`src/rtl/prog_loader_pkg.sv`:
```
// Shared types and constants for the serial program loader.
// Optional feature macro: LOADER_CHECKSUM_EN (trailing XOR checksum byte).
package prog_loader_pkg;

  localparam int unsigned HDR_BYTES      = 2;
  localparam int unsigned BYTES_PER_WORD = 4;
  localparam int unsigned BYTE_W         = 8;
  localparam int unsigned WORD_W         = BYTE_W * BYTES_PER_WORD;
  localparam int unsigned LANE_W         = $clog2(BYTES_PER_WORD);
  localparam int unsigned CNT_W          = 16;
  localparam int unsigned ADDR_W         = 32;

  typedef enum logic [2:0] {
    IDLE   = 3'd0,
    LEN_HI = 3'd1,
    LEN_LO = 3'd2,
    DATA   = 3'd3,
    WRITE  = 3'd4,
`ifdef LOADER_CHECKSUM_EN
    CHECK  = 3'd5,
`endif
    FINISH = 3'd6,
    ERROR  = 3'd7
  } state_e;

  // Per-state control outputs, registered alongside the state.
  typedef struct packed {
    logic rx_ready;
    logic mem_write;
    logic cpu_reset;
    logic busy;
    logic done;
    logic error;
  } ctrl_t;

  // Output decode for a given state.
  function automatic ctrl_t ctrl_for(state_e s);
    ctrl_t c;
    c           = '0;
    c.cpu_reset = 1'b1;
    case (s)
      LEN_HI, LEN_LO, DATA: begin
        c.rx_ready = 1'b1;
        c.busy     = 1'b1;
      end
      WRITE: begin
        c.mem_write = 1'b1;
        c.busy      = 1'b1;
      end
`ifdef LOADER_CHECKSUM_EN
      CHECK: begin
        c.rx_ready = 1'b1;
        c.busy     = 1'b1;
      end
`endif
      FINISH: begin
        c.done      = 1'b1;
        c.cpu_reset = 1'b0;
      end
      ERROR: c.error = 1'b1;
      default: ;
    endcase
    return c;
  endfunction

endpackage

```
`src/rtl/prog_loader_if.sv`:
```
// Byte-stream and memory-write bus between a host and the program loader.
interface prog_loader_if;
  import prog_loader_pkg::*;

  logic              start;
  logic [BYTE_W-1:0] rxData;
  logic              rxValid;
  logic              rxReady;
  logic              memWrite;
  logic [ADDR_W-1:0] memAddress;
  logic [WORD_W-1:0] memWriteData;
  logic              cpuReset;
  logic              busy;
  logic              done;
  logic              error;

  modport slave (
    input  start, rxData, rxValid,
    output rxReady, memWrite, memAddress, memWriteData, cpuReset, busy, done, error
  );

  modport master (
    output start, rxData, rxValid,
    input  rxReady, memWrite, memAddress, memWriteData, cpuReset, busy, done, error
  );

endinterface

```
`src/rtl/prog_loader_word_assembler.sv`:
```
// Packs incoming bytes MSB-first into a 32-bit word; flags the 4th byte.
module word_assembler
  import prog_loader_pkg::*;
(
  input  logic              clock,
  input  logic              reset,
  input  logic              load,
  input  logic              clear,
  input  logic [BYTE_W-1:0] data,
  output logic [WORD_W-1:0] word,
  output logic              full_c
);

  logic [LANE_W-1:0] lane;

  // The byte being loaded now completes the word.
  assign full_c = load && (lane == LANE_W'(BYTES_PER_WORD - 1));

  // Shift register and byte-lane counter.
  always_ff @(posedge clock) begin
    if (reset || clear) begin
      word <= '0;
      lane <= '0;
    end else if (load) begin
      word <= {word[WORD_W-BYTE_W-1:0], data};
      lane <= lane + LANE_W'(1);
    end
  end

endmodule

```
`src/rtl/prog_loader.sv`:
```
// Serial program loader: receives a length-prefixed byte stream and writes
// big-endian words to memory from BASE_ADDR, holding the CPU in reset until
// the load completes. Define LOADER_CHECKSUM_EN to require a trailing XOR byte.
module prog_loader
  import prog_loader_pkg::*;
#(
  parameter logic [ADDR_W-1:0] BASE_ADDR = 32'h0000_0000,
  parameter int unsigned       MAX_WORDS = 256
) (
  input logic          clock,
  input logic          reset,
  prog_loader_if.slave bus
);

`ifdef LOADER_CHECKSUM_EN
  localparam state_e TAIL_ST = CHECK;
`else
  localparam state_e TAIL_ST = FINISH;
`endif

  state_e            state;
  ctrl_t             ctrl;
  logic [CNT_W-1:0]  n_words;
  logic [CNT_W-1:0]  index;
  logic [ADDR_W-1:0] addr;
  logic [WORD_W-1:0] word;
`ifdef LOADER_CHECKSUM_EN
  logic [BYTE_W-1:0] csum;
`endif

  logic             fire_c;
  logic             asm_load_c;
  logic             asm_clear_c;
  logic             asm_full_c;
  logic [CNT_W-1:0] n_next_c;
  logic [CNT_W-1:0] index_next_c;

  // Handshake and datapath helpers.
  assign fire_c       = bus.rxValid && ctrl.rx_ready;
  assign asm_load_c   = fire_c && (state == DATA);
  assign asm_clear_c  = (state == IDLE) && bus.start;
  assign n_next_c     = {n_words[CNT_W-1:BYTE_W], bus.rxData};
  assign index_next_c = index + CNT_W'(1);

  word_assembler u_asm (
    .clock  (clock),
    .reset  (reset),
    .load   (asm_load_c),
    .clear  (asm_clear_c),
    .data   (bus.rxData),
    .word   (word),
    .full_c (asm_full_c)
  );

  // Loader FSM with registered control outputs and write address.
  always_ff @(posedge clock) begin
    if (reset) begin
      state   <= IDLE;
      ctrl    <= ctrl_for(IDLE);
      n_words <= '0;
      index   <= '0;
      addr    <= '0;
`ifdef LOADER_CHECKSUM_EN
      csum    <= '0;
`endif
    end else begin
      case (state)
        IDLE: begin
          if (bus.start) begin
            state   <= LEN_HI;
            ctrl    <= ctrl_for(LEN_HI);
            n_words <= '0;
            index   <= '0;
`ifdef LOADER_CHECKSUM_EN
            csum    <= '0;
`endif
          end
        end

        LEN_HI: begin
          if (fire_c) begin
            n_words <= {bus.rxData, BYTE_W'(0)};
`ifdef LOADER_CHECKSUM_EN
            csum    <= csum ^ bus.rxData;
`endif
            state   <= LEN_LO;
            ctrl    <= ctrl_for(LEN_LO);
          end
        end

        LEN_LO: begin
          if (fire_c) begin
            n_words <= n_next_c;
`ifdef LOADER_CHECKSUM_EN
            csum    <= csum ^ bus.rxData;
`endif
            if (32'(n_next_c) > MAX_WORDS) begin
              state <= ERROR;
              ctrl  <= ctrl_for(ERROR);
            end else if (n_next_c == '0) begin
              state <= TAIL_ST;
              ctrl  <= ctrl_for(TAIL_ST);
            end else begin
              state <= DATA;
              ctrl  <= ctrl_for(DATA);
            end
          end
        end

        DATA: begin
          if (fire_c) begin
`ifdef LOADER_CHECKSUM_EN
            csum <= csum ^ bus.rxData;
`endif
            if (asm_full_c) begin
              addr  <= BASE_ADDR + (ADDR_W'(index) << LANE_W);
              state <= WRITE;
              ctrl  <= ctrl_for(WRITE);
            end
          end
        end

        WRITE: begin
          index <= index_next_c;
          if (index_next_c < n_words) begin
            state <= DATA;
            ctrl  <= ctrl_for(DATA);
          end else begin
            state <= TAIL_ST;
            ctrl  <= ctrl_for(TAIL_ST);
          end
        end

`ifdef LOADER_CHECKSUM_EN
        CHECK: begin
          if (fire_c) begin
            if (bus.rxData == csum) begin
              state <= FINISH;
              ctrl  <= ctrl_for(FINISH);
            end else begin
              state <= ERROR;
              ctrl  <= ctrl_for(ERROR);
            end
          end
        end
`endif

        FINISH, ERROR: ;

        default: begin
          state <= ERROR;
          ctrl  <= ctrl_for(ERROR);
        end
      endcase
    end
  end

  // Drive the bus from registered state.
  assign bus.rxReady      = ctrl.rx_ready;
  assign bus.memWrite     = ctrl.mem_write;
  assign bus.cpuReset     = ctrl.cpu_reset;
  assign bus.busy         = ctrl.busy;
  assign bus.done         = ctrl.done;
  assign bus.error        = ctrl.error;
  assign bus.memAddress   = addr;
  assign bus.memWriteData = word;

endmodule

```
`src/flat_wrapper.sv`:
```
// flat-port wrapper written by rule: the top's interface ports become plain ports
module prog_loader_flat import prog_loader_pkg::*;
#(
  parameter logic [ADDR_W-1:0] BASE_ADDR = 32'h0000_0000,
  parameter int unsigned       MAX_WORDS = 256
)
  (clock, reset, bus_start, bus_rxData, bus_rxValid, bus_rxReady, bus_memWrite, bus_memAddress, bus_memWriteData, bus_cpuReset, bus_busy, bus_done, bus_error);
  prog_loader_if bus_i ();
  input logic clock;
  input logic reset;
  input wire logic [$bits(bus_i.start)-1:0] bus_start;
  input wire logic [$bits(bus_i.rxData)-1:0] bus_rxData;
  input wire logic [$bits(bus_i.rxValid)-1:0] bus_rxValid;
  output wire logic [$bits(bus_i.rxReady)-1:0] bus_rxReady;
  output wire logic [$bits(bus_i.memWrite)-1:0] bus_memWrite;
  output wire logic [$bits(bus_i.memAddress)-1:0] bus_memAddress;
  output wire logic [$bits(bus_i.memWriteData)-1:0] bus_memWriteData;
  output wire logic [$bits(bus_i.cpuReset)-1:0] bus_cpuReset;
  output wire logic [$bits(bus_i.busy)-1:0] bus_busy;
  output wire logic [$bits(bus_i.done)-1:0] bus_done;
  output wire logic [$bits(bus_i.error)-1:0] bus_error;
  assign bus_i.start = bus_start;
  assign bus_i.rxData = bus_rxData;
  assign bus_i.rxValid = bus_rxValid;
  assign bus_rxReady = bus_i.rxReady;
  assign bus_memWrite = bus_i.memWrite;
  assign bus_memAddress = bus_i.memAddress;
  assign bus_memWriteData = bus_i.memWriteData;
  assign bus_cpuReset = bus_i.cpuReset;
  assign bus_busy = bus_i.busy;
  assign bus_done = bus_i.done;
  assign bus_error = bus_i.error;
  prog_loader #(.BASE_ADDR(BASE_ADDR), .MAX_WORDS(MAX_WORDS)) u_core (.clock(clock), .reset(reset), .bus(bus_i));
endmodule
```
`config.mk`:
```
export PLATFORM = sky130hd
export DESIGN_NAME = prog_loader_flat
export DESIGN_NICKNAME = d
export VERILOG_FILES = /design/src/rtl/prog_loader_pkg.sv /design/src/rtl/prog_loader_if.sv /design/src/rtl/prog_loader_word_assembler.sv /design/src/rtl/prog_loader.sv /design/src/flat_wrapper.sv
export SDC_FILE = /design/constraint.sdc
export NUM_CORES = 1
export LEC_CHECK = 0
export ABC_AREA = 1
export BUFFER_PORTS_ARGS = -buffer_cell sky130_fd_sc_hd__buf_4
export CORE_MARGIN = 1
export CORE_UTILIZATION = 56
export CTS_CLUSTER_SIZE = 14
export DETAILED_ROUTE_END_ITERATION = 6
export PLACE_DENSITY = 0.92
export RECOVER_POWER = 100
export SKIP_LAST_GASP = 1
export SYNTH_ARGS = -nofsm -noshare
export SYNTH_HDL_FRONTEND = slang
export SYNTH_SLANG_ARGS = --single-unit
```
`constraint.sdc`:
```
create_clock -name clock -period 3 [get_ports clock]
set_input_delay 0.45 -clock clock [delete_from_list [all_inputs] [get_ports clock]]
set_output_delay 0.45 -clock clock [all_outputs]
set_load 0.05 [all_outputs]
```
==> impl_metrics.ini <==
[status]
status = finished, final reports clean

[critical_path]
endpoint_kind = flip-flop
crit_slowest_cell = clkbuf_2
required_ps = 3220
critPathLaunchType = flip-flop
cp_top_family = buffers and inverters
worstSetupPathType = flip-flop to flip-flop
path_buf_inv = 3
worstPathCellList = nand3_1, nor2_1, clkbuf_2, clkinv_1, buf_2, nand2_1, a21oi_1
cp.arrival_ps = 2950
path_max_fanout = 58
critPathMaxStageDelay_ps = 830

[yosys]
ys_top_cells_by_count = nand2_1 (155), dfxtp_1 (91), a21oi_1 (89), inv_1 (52), nand3_1 (27)
synth_top_area_cell = dfxtp_1
synth_fa_ha_area_share_pct = 4.83
synth.area.top_cells = dfxtp_1 (41%), nand2_1 (13%), a21oi_1 (10%)
ys_seq_elements = 91
syn_avg_cell_area_um2 = 7.62
synth_edf_count = 0
synth_cells = 578
syn_area_um2 = 4400
synth_compound_area_share_pct = 19.0
yosys_warnings = 0
yosys.area_share.simple_pct = 21.9
synth_xor_area_share_pct = 2.39
synth_most_common_cell = nand2_1
synth_top_family_by_area = simple AND/OR/NAND/NOR gates
synth_top_area_share_pct = 41.4
async_flop_share_pct = 0
synth-seq-area-share_pct = 41.4
yosys.cell_types.count = 35
synth_top_flop_cell = dfxtp_1
synth_mux_area_share_pct = 0

[clock_tree]
cts_tree = built
ctsHoldBuffers = 0
ctsResizeCount = 0
cts_setup_buffers = 0
clockBufferDepth = 2
ctsRootBufferMaster = clkbuf_8
cts_buffers = 9
htreeDepth = 3
clock_latency_ps = 360
clock_sinks = 91
cts.clk_slew.worst_paths_ps = 80

[routing]
drc = 0
postRouteAntennaNets = 0
detail_route.wl_per_cell_um = 14.0
drt_first_pass_iters = 5
viasPerCell = 5.46
vias = 4011
routed_wl_um = 10300
first_iter_violations = 311

[timing]
period_minus_slack_ps = 2730
setup_viol = 0
slew_headroom_pct = 12.9
finClkSkew_ps = 9.78
tns_ps = 0
hold_viol = 0
fmax_mhz = 366
period_share_pct = 91.0
tightest_slew_ps = 1300
drv_slew = 0
rsz0062_at_grt = no

[pwr]
power_frac_comb_pct = 36.7
power_frac_seq_pct = 38.7
ir_drop_mv = 0.410
p_sw_share_pct = 40.4
p_leak_uw = 0.00184
clkPwrFrac_pct = 24.6
switching_power_uw = 1490
power.density_nw_per_um2 = 767
cell_internal_pwr_uw = 2190

[floorplanning]
dieArea_um2 = 8220
start_util_pct = 59.4
core-area_um2 = 7410
num_io_pins = 82
dieHeight_um = 90.7
die_x_um = 90.7
rows = 31

[grt]
grt_antenna_before_repair = 0
grt_pass1_wl_um = 17500
grt_max_degree = 59
track_usage_pct = 26.1
grt_pass1_vias = 3941
grt.overflow.total = 0

[place]
placedCellCount = 719
gp_congestion = 0.890
io_buffers = 65
place_hpwl_um = 7400

[job]
max_cap_violations = 0

[final_layout]
final_cells = 735
layout-drive-gt1-share_pct = 8.65
n_antenna_cell = 0
nets = 660
syn_to_final_growth_pct = 8.87
final_util_pct = 64.7

[min_path]
hp-class = primary input to flip-flop
## final timing paths
check	startpoint	to	slack, ps	cells after the start
setup / recovery	u_core.state[0]	u_core.u_asm.word[18]	270	7
hold / removal	bus_rxData[3]	u_core.u_asm.word[3]	390	3
setup reg to reg	u_core.state[0]	u_core.u_asm.word[18]	270	7
hold reg to reg	u_core.bus.memAddress[16]	u_core.bus.memAddress[16]	470	2
## per-stage QoR
step           hold WS, ps  setup slack, ps  instance area [µm²]  total power, µW
3_3_place_gp           451              578                 4860             2800
3_5_place_dp           454              439                 4860             2860
5_1_grt                393             78.8                 4790             3890
6_report               389              270                 4790             3680
2_1_floorplan          444              760                 4460             2620
4_1_cts                377              361                 5080             3750
## cells in the final DEF (no fill, tap or decap), drive strengths merged, types with 4 or more instances in the layout
cell	synthesis	final
nand3	30	30
xor2	10	10
a21oi	91	91
inv	54	55
a211oi	16	16
conb	1	16
dfxtp	91	91
ha	17	17
nand2	157	157
buf	31	15
clkbuf	12	65
a31oi	9	9
nor2	27	27
o21ai	15	15
nor3	4	4
## final cells by class
class / instances / area [µm²]
clock inverters: 6 / 88.8
inverters: 56 / 211
flip-flops and latches: 91 / 1820
clock buffers: 10 / 128
well taps: 99 / 124
fillers: 658 / 2620
repair buffers: 70 / 318
multi-input cells: 403 / 2100
## sequential cells by signal, indices dropped and copies added (netlist names), 2 cells and up
register,flops
u_core.n_words,16
u_core.state,3
u_core.bus.memAddress,16
u_core.u_asm.lane,2
u_core.index,16
u_core.u_asm.word,32
## cells by family after synthesis
group                      count (synthesis)
and+or+nand+nor                          224
AOI/OAI and AO/OA                        134
buffers and inverters                     99
DFF                                       91
adders and majority gates                 17
xor gates and xnor gates                  12
other                                      1
## power groups by stage
stage,logic [µW],clock network [µW],registers [µW]
floorplan,1130,0,1500
global placement,1360,0,1440
detailed placement,1410,0,1450
CTS,1410,908,1430
global route,1500,952,1430
finish,1350,905,1420
## worst min-delay path, delay by kind of cell
| family | cells | cell delay, ps |
|---|---|---|
| and+or+nand+nor | 1 | 60 |
| buffers and inverters | 1 | 130 |
| AOI/OAI and AO/OA | 1 | 50 |
## layer usage
layer  share of wire (%)  wire (µm)  global-route usage, %
met1                  40       4150                   29.9
met2                  50       5180                   46.0
met3                 6.7        684                   4.46
met4                 2.6        265                   14.4
met5                   0          0                      0
Note: power is estimated with default switching activity, not from simulation.
